File: src/rtl/id_ex_pipe_pkg.sv
// Shared definitions for the ID/EX pipeline register: opcodes, forward selects,
// FSM states and the control word that EX receives for a bubble.
package id_ex_pipe_pkg;

  localparam logic [3:0] OP_ADD    = 4'h0;
  localparam logic [3:0] OP_SUB    = 4'h1;
  localparam logic [3:0] OP_XOR    = 4'h2;
  localparam logic [3:0] OP_RED    = 4'h3;
  localparam logic [3:0] OP_SLL    = 4'h4;
  localparam logic [3:0] OP_SRA    = 4'h5;
  localparam logic [3:0] OP_ROR    = 4'h6;
  localparam logic [3:0] OP_PADDSB = 4'h7;
  localparam logic [3:0] OP_LW     = 4'h8;
  localparam logic [3:0] OP_SW     = 4'h9;
  localparam logic [3:0] OP_LHB    = 4'hA;
  localparam logic [3:0] OP_LLB    = 4'hB;
  localparam logic [3:0] OP_B      = 4'hC;
  localparam logic [3:0] OP_BR     = 4'hD;
  localparam logic [3:0] OP_PCS    = 4'hE;
  localparam logic [3:0] OP_HLT    = 4'hF;

  localparam logic [1:0] FWD_RF  = 2'b00;
  localparam logic [1:0] FWD_WB  = 2'b01;
  localparam logic [1:0] FWD_MEM = 2'b10;

  typedef enum logic {RUN = 1'b0, HALTED = 1'b1} state_e;

  typedef struct packed {
    logic ldByte;
    logic memOp;
    logic memRead;
    logic memWrite;
    logic regWrite;
    logic valid;
  } ctrl_t;

  localparam ctrl_t BUBBLE_CTRL = '0;

  function automatic logic usesSrcA(input logic [3:0] op);
    return op <= OP_LLB;
  endfunction

  function automatic logic usesSrcB(input logic [3:0] op);
    return (op <= OP_RED) || (op == OP_PADDSB);
  endfunction

  // The younger producer sitting in MEM wins over the older one in WB.
  function automatic logic [1:0] selectFwd(input logic memHit, input logic wbHit);
    return {memHit, wbHit & ~memHit};
  endfunction

endpackage

File: src/rtl/id_ex_pipe_hazard_unit.sv
// Source-field extraction and hazard/forward decision for the instruction in Decode.
// With ID_EX_FWD_EN defined only load-use stalls; otherwise every RAW hit stalls.
module id_ex_pipe_hazard_unit
  import id_ex_pipe_pkg::*;
#(
  parameter int REG_AW = 4
) (
  input  logic [15:0]       instr_i,
  input  logic              exValid_i,
  input  logic              exRegWrite_i,
`ifdef ID_EX_FWD_EN
  input  logic              exMemRead_i,
`endif
  input  logic [REG_AW-1:0] exDst_i,
  input  logic              memRegWrite_i,
  input  logic [REG_AW-1:0] memDst_i,
  output logic [1:0]        fwdA_o,
  output logic [1:0]        fwdB_o,
  output logic              hazard_o
);

  logic [3:0]        op;
  logic [REG_AW-1:0] srcA;
  logic [REG_AW-1:0] srcB;
  logic              useA, useB;
  logic              exHitA, exHitB, memHitA, memHitB;

  always_comb begin
    op      = instr_i[15:12];
    srcA    = (op == OP_LHB || op == OP_LLB) ? instr_i[8 +: REG_AW] : instr_i[4 +: REG_AW];
    srcB    = instr_i[0 +: REG_AW];
    // R0 is hardwired to zero, so it can never depend on an older writer.
    useA    = usesSrcA(op) && (srcA != '0);
    useB    = usesSrcB(op) && (srcB != '0);
    exHitA  = exValid_i && exRegWrite_i && (exDst_i == srcA);
    exHitB  = exValid_i && exRegWrite_i && (exDst_i == srcB);
    memHitA = memRegWrite_i && (memDst_i == srcA);
    memHitB = memRegWrite_i && (memDst_i == srcB);
`ifdef ID_EX_FWD_EN
    fwdA_o   = selectFwd(useA && exHitA && !exMemRead_i, useA && memHitA);
    fwdB_o   = selectFwd(useB && exHitB && !exMemRead_i, useB && memHitB);
    hazard_o = exValid_i && exMemRead_i &&
               ((useA && (exDst_i == srcA)) || (useB && (exDst_i == srcB)));
`else
    fwdA_o   = FWD_RF;
    fwdB_o   = FWD_RF;
    hazard_o = (useA && (exHitA || memHitA)) || (useB && (exHitB || memHitB));
`endif
  end

endmodule

File: src/rtl/id_ex_pipe.sv
// ID/EX pipeline register: latches Decode, registers forward selects, inserts bubbles
// on hazard/flush/HLT and freezes on hold. Forwarding is enabled by ID_EX_FWD_EN.
module id_ex_pipe
  import id_ex_pipe_pkg::*;
#(
  parameter int DATA_W = 16,
  parameter int REG_AW = 4
) (
  input  logic              clk,
  input  logic              rst,
  input  logic [15:0]       instr_ID,
  input  logic [DATA_W-1:0] RegData1_ID,
  input  logic [DATA_W-1:0] RegData2_ID,
  input  logic [DATA_W-1:0] pcs_ID,
  input  logic              LdByte_ID,
  input  logic              MemOp_ID,
  input  logic              MemRead_ID,
  input  logic              MemWrite_ID,
  input  logic              RegWrite_ID,
  input  logic              valid_ID,
  input  logic              RegWrite_MEM,
  input  logic [REG_AW-1:0] dst_MEM,
  input  logic              hold,
  input  logic              flush,
  output logic [15:0]       instr_EX,
  output logic [DATA_W-1:0] RegData1_EX,
  output logic [DATA_W-1:0] RegData2_EX,
  output logic [DATA_W-1:0] pcs_EX,
  output logic              LdByte_EX,
  output logic              MemOp_EX,
  output logic              MemRead_EX,
  output logic              MemWrite_EX,
  output logic              RegWrite_EX,
  output logic              valid_EX,
  output logic [REG_AW-1:0] dst_EX,
  output logic [1:0]        ForwardA,
  output logic [1:0]        ForwardB,
  output logic              stall_ID,
  output logic              halted
);

  logic [15:0]       instr_q, instr_d;
  logic [DATA_W-1:0] rd1_q, rd1_d, rd2_q, rd2_d, pcs_q, pcs_d;
  ctrl_t             ctrl_q, ctrl_d;
  logic [1:0]        fwdA_q, fwdA_d, fwdB_q, fwdB_d;
  state_e            state_q;
  logic [1:0]        fwdA, fwdB;
  logic              hazard, isHalted, bubble;

  id_ex_pipe_hazard_unit #(.REG_AW(REG_AW)) hazardUnit (
    .instr_i       (instr_ID),
    .exValid_i     (ctrl_q.valid),
    .exRegWrite_i  (ctrl_q.regWrite),
`ifdef ID_EX_FWD_EN
    .exMemRead_i   (ctrl_q.memRead),
`endif
    .exDst_i       (dst_EX),
    .memRegWrite_i (RegWrite_MEM),
    .memDst_i      (dst_MEM),
    .fwdA_o        (fwdA),
    .fwdB_o        (fwdB),
    .hazard_o      (hazard)
  );

  // Flush squashes the hazard's bubble cause, so Decode is free to advance.
  always_comb begin
    isHalted     = (state_q == HALTED);
    bubble       = isHalted || flush || hazard || !valid_ID;
    stall_ID     = hold || isHalted || (!flush && hazard);
    instr_d      = instr_ID;
    rd1_d        = RegData1_ID;
    rd2_d        = RegData2_ID;
    pcs_d        = pcs_ID;
    ctrl_d.ldByte   = LdByte_ID;
    ctrl_d.memOp    = MemOp_ID;
    ctrl_d.memRead  = MemRead_ID;
    ctrl_d.memWrite = MemWrite_ID;
    ctrl_d.regWrite = RegWrite_ID;
    ctrl_d.valid    = valid_ID;
    fwdA_d       = fwdA;
    fwdB_d       = fwdB;
    if (bubble) begin
      instr_d = '0;
      rd1_d   = '0;
      rd2_d   = '0;
      pcs_d   = '0;
      ctrl_d  = BUBBLE_CTRL;
      fwdA_d  = FWD_RF;
      fwdB_d  = FWD_RF;
    end
  end

  always_ff @(posedge clk or posedge rst) begin
    if (rst) begin
      instr_q <= '0;
      rd1_q   <= '0;
      rd2_q   <= '0;
      pcs_q   <= '0;
      ctrl_q  <= BUBBLE_CTRL;
      fwdA_q  <= FWD_RF;
      fwdB_q  <= FWD_RF;
      state_q <= RUN;
    end else if (!hold) begin
      instr_q <= instr_d;
      rd1_q   <= rd1_d;
      rd2_q   <= rd2_d;
      pcs_q   <= pcs_d;
      ctrl_q  <= ctrl_d;
      fwdA_q  <= fwdA_d;
      fwdB_q  <= fwdB_d;
      if (!bubble && instr_ID[15:12] == OP_HLT) state_q <= HALTED;
    end
  end

  assign instr_EX    = instr_q;
  assign RegData1_EX = rd1_q;
  assign RegData2_EX = rd2_q;
  assign pcs_EX      = pcs_q;
  assign LdByte_EX   = ctrl_q.ldByte;
  assign MemOp_EX    = ctrl_q.memOp;
  assign MemRead_EX  = ctrl_q.memRead;
  assign MemWrite_EX = ctrl_q.memWrite;
  assign RegWrite_EX = ctrl_q.regWrite;
  assign valid_EX    = ctrl_q.valid;
  assign dst_EX      = instr_q[8 +: REG_AW];
  assign ForwardA    = fwdA_q;
  assign ForwardB    = fwdB_q;
  assign halted      = (state_q == HALTED);

endmodule

File: config.mk
export PLATFORM = sky130hd
export DESIGN_NAME = id_ex_pipe
export DESIGN_NICKNAME = d
export VERILOG_FILES = /design/src/rtl/id_ex_pipe_pkg.sv /design/src/rtl/id_ex_pipe_hazard_unit.sv /design/src/rtl/id_ex_pipe.sv
export SDC_FILE = /design/constraint.sdc
export NUM_CORES = 1
export LEC_CHECK = 0
export CORE_MARGIN = 10
export CORE_UTILIZATION = 42
export DETAILED_ROUTE_END_ITERATION = 10
export PLACE_DENSITY = 0.83
export SETUP_SLACK_MARGIN = 0.5
export SLEW_MARGIN = 25
export SYNTH_ARGS = -nofsm -noshare
export SYNTH_HDL_FRONTEND = slang
export SYNTH_SLANG_ARGS = --single-unit
File: constraint.sdc
create_clock -name clk -period 2.81 [get_ports clk]
set_input_delay 0.4215 -clock clk [delete_from_list [all_inputs] [get_ports clk]]
set_output_delay 0.4215 -clock clk [all_outputs]
set_load 0.05 [all_outputs]
==> results of run 1 <==
==> metrics by stage <==
stage	hold slack (ns)	setup WS [ns]
6_report	0.444	0.448
5_1_grt	0.465	0.296
4_1_cts	0.459	0.454
3_5_place_dp	0.468	0.152
3_3_place_gp	0.463	0.173
2_1_floorplan	0.559	0.470
==> path summary, 6_finish.rpt <==
check | startpoint | to | slack, ns | cells past startpoint
worst max-delay path | RegWrite_MEM | stall_ID | 0.45 | 7
worst min-delay path | rst | RegData1_EX[3] | 0.44 | 2
worst max register to register | instr_EX[10] | instr_EX[8] | 0.67 | 8
worst min register to register | RegData2_EX[2] | RegData2_EX[2] | 0.48 | 2
max in group asynchronous | rst | valid_EX | 1.70 | 3
min in group clk | hold | instr_EX[15] | 0.47 | 4
==> sequential cells by signal, indices dropped and copies added (netlist names) <==
register and count:
RegData1_EX 16, RegData2_EX 16, instr_EX 16, pcs_EX 16, LdByte_EX 1, MemOp_EX 1, MemRead_EX 1, MemWrite_EX 1
RegWrite_EX 1, halted 1, valid_EX 1
==> worst reg2reg max path, delay by kind of cell, from the launching register on <==
kind            cells  cell delay [ns]
compound gates      4             0.72
xor+xnor            1             0.17
flops               1             0.45
simple gates        1             0.27
buf+inv             2             0.42
==> routing by layer <==
layer	vias up	routed length, um	GRT usage, %
li1	1511	-	-
met1	1524	4440	20.0
met3	12	752	6.60
met2	114	5670	30.0
met4	0	160	4.97
met5	-	0	0
==> final cells by class <==
type / instances / area [um^2]
Multi-Input combinational cell: 205 / 1330
Clock inverter: 5 / 81.3
Inverter: 69 / 259
Tap cell: 105 / 131
Clock buffer: 10 / 138
Fill cell: 676 / 2780
Timing Repair Buffer: 168 / 1680
Sequential cell: 71 / 1780
==> synthesized netlist by cell type <==
cell type	count	area share, %
or2_2	2	0.36
o21ai_2	2	0.50
conb_1	1	0.11
clkbuf_1	14	1.5
o22ai_1	2	0.36
mux2i_1	4	1.1
buf_6	7	2.3
a21o_1	2	0.43
a211o_1	1	0.25
nor4_1	5	0.89
nand3b_4	1	0.57
buf_2	1	0.14
dfrtp_1	71	51
o31ai_1	60	13
a211oi_1	2	0.43
a21oi_1	2	0.29
nand3_1	2	0.29
o21ai_0	2	0.29
buf_4	8	1.7
nand2_1	80	8.6
xnor2_1	9	2.3
xor2_1	8	2.0
nor4b_1	2	0.50
nor3_1	2	0.29
nor2_1	3	0.32
inv_1	69	7.4
o31ai_2	8	2.9
o211ai_1	1	0.21
a21oi_4	1	0.46
==> repair_timing <==
item | 4_1_cts | 5_1_grt
resized for setup | 30 | 0
buffers inserted | 5 | 0
pin swaps | 7 | 0
endpoints found under the setup margin | 1 | 1
==> power by group <==
part / internal [mW] / total [mW] / switching (mW)
registers: 1.08 / 1.12 / 0.0402
clock network: 0.521 / 0.916 / 0.395
logic: 0.280 / 0.730 / 0.450
==> kinds of logic (layout without fill, tap and decap cells) <==
| family | Yosys count | in the layout |
|---|---|---|
| flip-flops | 71 | 71 |
| XOR/XNOR | 17 | 17 |
| other | 1 | 4 |
| buffers and inverters | 99 | 252 |
| multiplexers | 4 | 4 |
| AO/OA/AOI/OAI | 83 | 83 |
| AND/OR/NAND/NOR | 97 | 97 |
==> flow_summary.ini, run 1 <==
[run_status]
status = finished, final reports clean

[cts]
cts_tree = built
cts.sinks = 71
cts_hold_buffers = 0
cts_buffers = 9
clk_path_buf_depth = 2
ctsHtreeMaxLevel = 3
clkLatencyLatePin_ns = 0.35
cts-root-buf = clkbuf_8
clkTransAtPathRegs_ns = 0.08

[logic_synthesis]
synth_adder_area_share_pct = 0
ys_ff_latch = 71
synth_cell_types = 29
synth-xor-area-share_pct = 4.25
ys_seq_area_share_pct = 50.8
syn_inst = 372
ys_warn_count = 0
syn_area_per_cell_um2 = 9.41
synth_compound_area_share_pct = 18.9
synthMuxAreaShare_pct = 1.14
synth_area_um2 = 3500
synth_top_family_by_area = compound AO/OA/AOI/OAI gates
yosys.area_share.simple_pct = 11.8

[power_and_ir_drop]
p_leak_nw = 2.52
power_mw = 2.77
powerDensity_nw_per_um2 = 513
peakVddDrop_mv = 0.273

[drt]
wl_per_cell_um = 17.4
finalWirelength_um = 11000
first_iter_violations = 94
ant_nets = 0
viasPerCell = 4.99
drt-pass1-iter-count = 4
drcViolationCount = 0
vias = 3161

[floorplanning]
die_x_um = 111
coreArea_um2 = 8180
initial_core_util_pct = 42.8
row_count = 33
io_pins = 159
die_area_um2 = 12400
die_h_um = 111

[grt]
grt_overflow = 0
track_usage_pct = 17.5
grt_pass1_wl_um = 17900
antenna_found_initial = 0
grt_max_degree = 71
first_global_vias = 3336

[critical_path]
worstPathRequired_ns = 2.39
cp_cell_sequence = clkdlybuf4s50_1 > nand2_1 > nor4_2 > o21ai_2 > o21ai_1 > a21o_2 > buf_12
startpoint_type = input pin
worst_ep_arrival_time_ns = 1.94
cp-end-kind = output pin
slowest_delay_ns = 0.54
crit_family = buffers and inverters
critPathMaxFanout = 3
worst-path-buf-inv = 2
criticalPathCategory = in -> out
cp_slowest_cell = clkdlybuf4s50_1

[finish]
final_cell_mix = 135 x clkdlybuf4s50_1, 79 x nand2_1, 69 x dfrtp_1
nets = 603
fin_area_um2 = 5400
drive_gt1_share_pct = 11.2
syn2layout_area_growth_pct = 54.2
layoutNonFillerInstCount = 633
antennaDiodeCount = 0
utilization_pct = 66.0
final_common_cell = clkdlybuf4s50_1

[sta]
worst_slew_pin_slew_ns = 0.712
drv_slew = 0
rsz0062_at_grt = yes
tns_ns = 0
fin_crit_sh_pct = 84.0
skew_ns = 0.0148
setup_viol = 0
finalCriticalPeriod_ns = 2.36
hold_viol_final = 0
fmax_mhz = 423
maxSlewHeadroom_pct = 52.5

[worst_hold_path]
worstHoldPathType = in -> async

[job]
cap_violations = 0

[place]
gp_congestion = 0.900
dp.cells = 613
hpwl_um = 8130
placed_cell_area_um2 = 5110
portBuffers = 154
Note: power is estimated with default switching activity, not from simulation.
==> inputs of run 2 (changes only) <==
Settings changed: CORE_UTILIZATION 42 to 38, PLACE_DENSITY 0.83 to 0.79.
Clock period 2.81 ns to 2.12 ns, I/O delays scaled along.
==> flow_summary.ini, run 2 (synthesized netlist as in run 1, its figures left out) <==
[run_status]
status = finished with violations
failed_checks = negative setup slack

[sta]
hold_viol_final = 0
skew_ns = 0.00872
setup_viol = 71
layout_setup_ws_ns = -0.190
rsz0062_at_grt = yes
maxSlewHeadroom_pct = 61.2
fin_crit_sh_pct = 109
fmax_mhz = 433
worst_slew_pin_slew_ns = 0.574
finalCriticalPeriod_ns = 2.31
drv_slew = 0

[drt]
finalWirelength_um = 12200
drcViolationCount = 0
vias = 3331
first_iter_violations = 194
ant_nets = 0
wl_per_cell_um = 18.0
viasPerCell = 4.90
drt-pass1-iter-count = 7

[critical_path]
slowest_delay_ns = 0.45
worst_ep_arrival_time_ns = 1.99
worst-path-buf-inv = 2
crit_family = flip-flops
cp-end-kind = output pin
cp_slowest_cell = dfrtp_2
cp_cell_sequence = buf_4 > xnor2_1 > nand3_1 > nor3_2 > o21ai_2 > o21ai_1 > a21o_2 > buf_12
worstPathRequired_ns = 1.80
startpoint_type = flop
critPathMaxFanout = 5
criticalPathCategory = reg -> out

[power_and_ir_drop]
powerDensity_nw_per_um2 = 600
peakVddDrop_mv = 0.374
p_leak_nw = 3.07

[cts]
cts_hold_buffers = 0
clkLatencyLatePin_ns = 0.34
clk_path_buf_depth = 2
cts-root-buf = clkbuf_8
ctsHtreeMaxLevel = 3
cts_buffers = 9
cts.sinks = 71
clkTransAtPathRegs_ns = 0.08
cts_tree = built

[grt]
grt_max_degree = 56
track_usage_pct = 17.7
antenna_found_initial = 0
first_global_vias = 3422
grt_overflow = 0
grt_pass1_wl_um = 18800

[floorplanning]
die_area_um2 = 13500
initial_core_util_pct = 39.6
die_x_um = 116
die_h_um = 116
io_pins = 159
row_count = 34
coreArea_um2 = 8850

[finish]
antennaDiodeCount = 0
syn2layout_area_growth_pct = 69.7
fill_cells = 723
nets = 646
utilization_pct = 67.2
final_common_cell = nand2_1
final_cell_mix = 79 x nand2_1, 68 x inv_1, 68 x clkdlybuf4s50_1
fin_area_um2 = 5940
drive_gt1_share_pct = 20.1

[place]
placed_cell_area_um2 = 5250
hpwl_um = 8270
portBuffers = 154
gp_congestion = 0.877

[job]
cap_violations = 0

[worst_hold_path]
worstHoldPathType = in -> async
[run 2: changes by cell type in the layout (fill, tap and decap cells not counted), sizes merged, moves of 3 or more]
cell / change
clkdlybuf4s50: -67
clkdlybuf4s15: +13
buf: +44
dlymetal6s2s: +3
dlygate4sd2: +48
[run 2: worst paths after layout]
path                           startpoint             end  slack, ns  cells after the start
max                           instr_EX[8]        stall_ID      -0.19                      8
max in group asynchronous             rst     RegWrite_EX       1.21                      3
max reg2reg                   instr_EX[8]  RegData1_EX[4]      -0.15                     11
min                                   rst  RegData1_EX[3]       0.32                      2
min reg2reg                RegData1_EX[6]  RegData1_EX[6]       0.48                      2
min in group clk              instr_ID[3]     instr_EX[3]       0.37                      3
[run 2: layout make-up]
| cell class | count | area (um^2) | area share (%) |
|---|---|---|---|
| Multi-Input combinational cell | 205 | 1340 | 22.6 |
| Clock inverter | 7 | 72.6 | 1.22 |
| Inverter | 69 | 263 | 4.42 |
| Clock buffer | 9 | 124 | 2.08 |
| Timing Repair Buffer | 211 | 2220 | 37.4 |
| Sequential cell | 71 | 1780 | 30.0 |
| Tap cell | 108 | 135 | 2.27 |
[run 2: worst register-to-register path, delay by kind of cell (launching register included)]
family | cells | cell delay, ns
AO/OA/AOI/OAI | 4 | 0.60
XOR/XNOR | 1 | 0.17
buffers and inverters | 5 | 0.66
flip-flops | 1 | 0.45
AND/OR/NAND/NOR | 1 | 0.29
[run 2: repair_timing]
item,4_1_cts,5_1_grt
gates resized for setup,124,23
buffers inserted,17,4
hold endpoints to repair,0,0
gates cloned,8,1
pin swaps,6,5
endpoints found under the setup margin,146,81
[run 2: layer usage]
| metal | vias up | track usage [%] | share of wire (%) |
|---|---|---|---|
| met5 | - | 0 | 0 |
| met4 | 0 | 4.00 | 0.95 |
| met3 | 11 | 5.99 | 8.5 |
| met2 | 146 | 30.0 | 50 |
| met1 | 1566 | 21.2 | 40 |
| li1 | 1608 | - | - |
[run 2: stage by stage]
| step | std cells | hold WS (ns) | power (mW) | TNS (ns) | worst slack [ns] |
|---|---|---|---|---|---|
| 4_1_cts | 675 | 0.324 | 3.58 | -8.52 | -0.176 |
| 6_report | 680 | 0.320 | 3.56 | -9.28 | -0.190 |
| 3_3_place_gp | 634 | 0.463 | 2.49 | -17.35 | -0.261 |
| 2_1_floorplan | 375 | 0.453 | 2.06 | 0 | 0.0826 |
| 3_5_place_dp | 634 | 0.468 | 2.50 | -19.31 | -0.314 |
| 5_1_grt | 680 | 0.355 | 3.71 | -12.48 | -0.276 |
[run 2: power breakdown]
group          switching [mW]  internal (mW)  leakage (nW)
sequential             0.0539           1.44         0.950
clock                   0.540          0.545        0.0956
combinational           0.616          0.374          2.03
total                    1.21           2.35          3.07
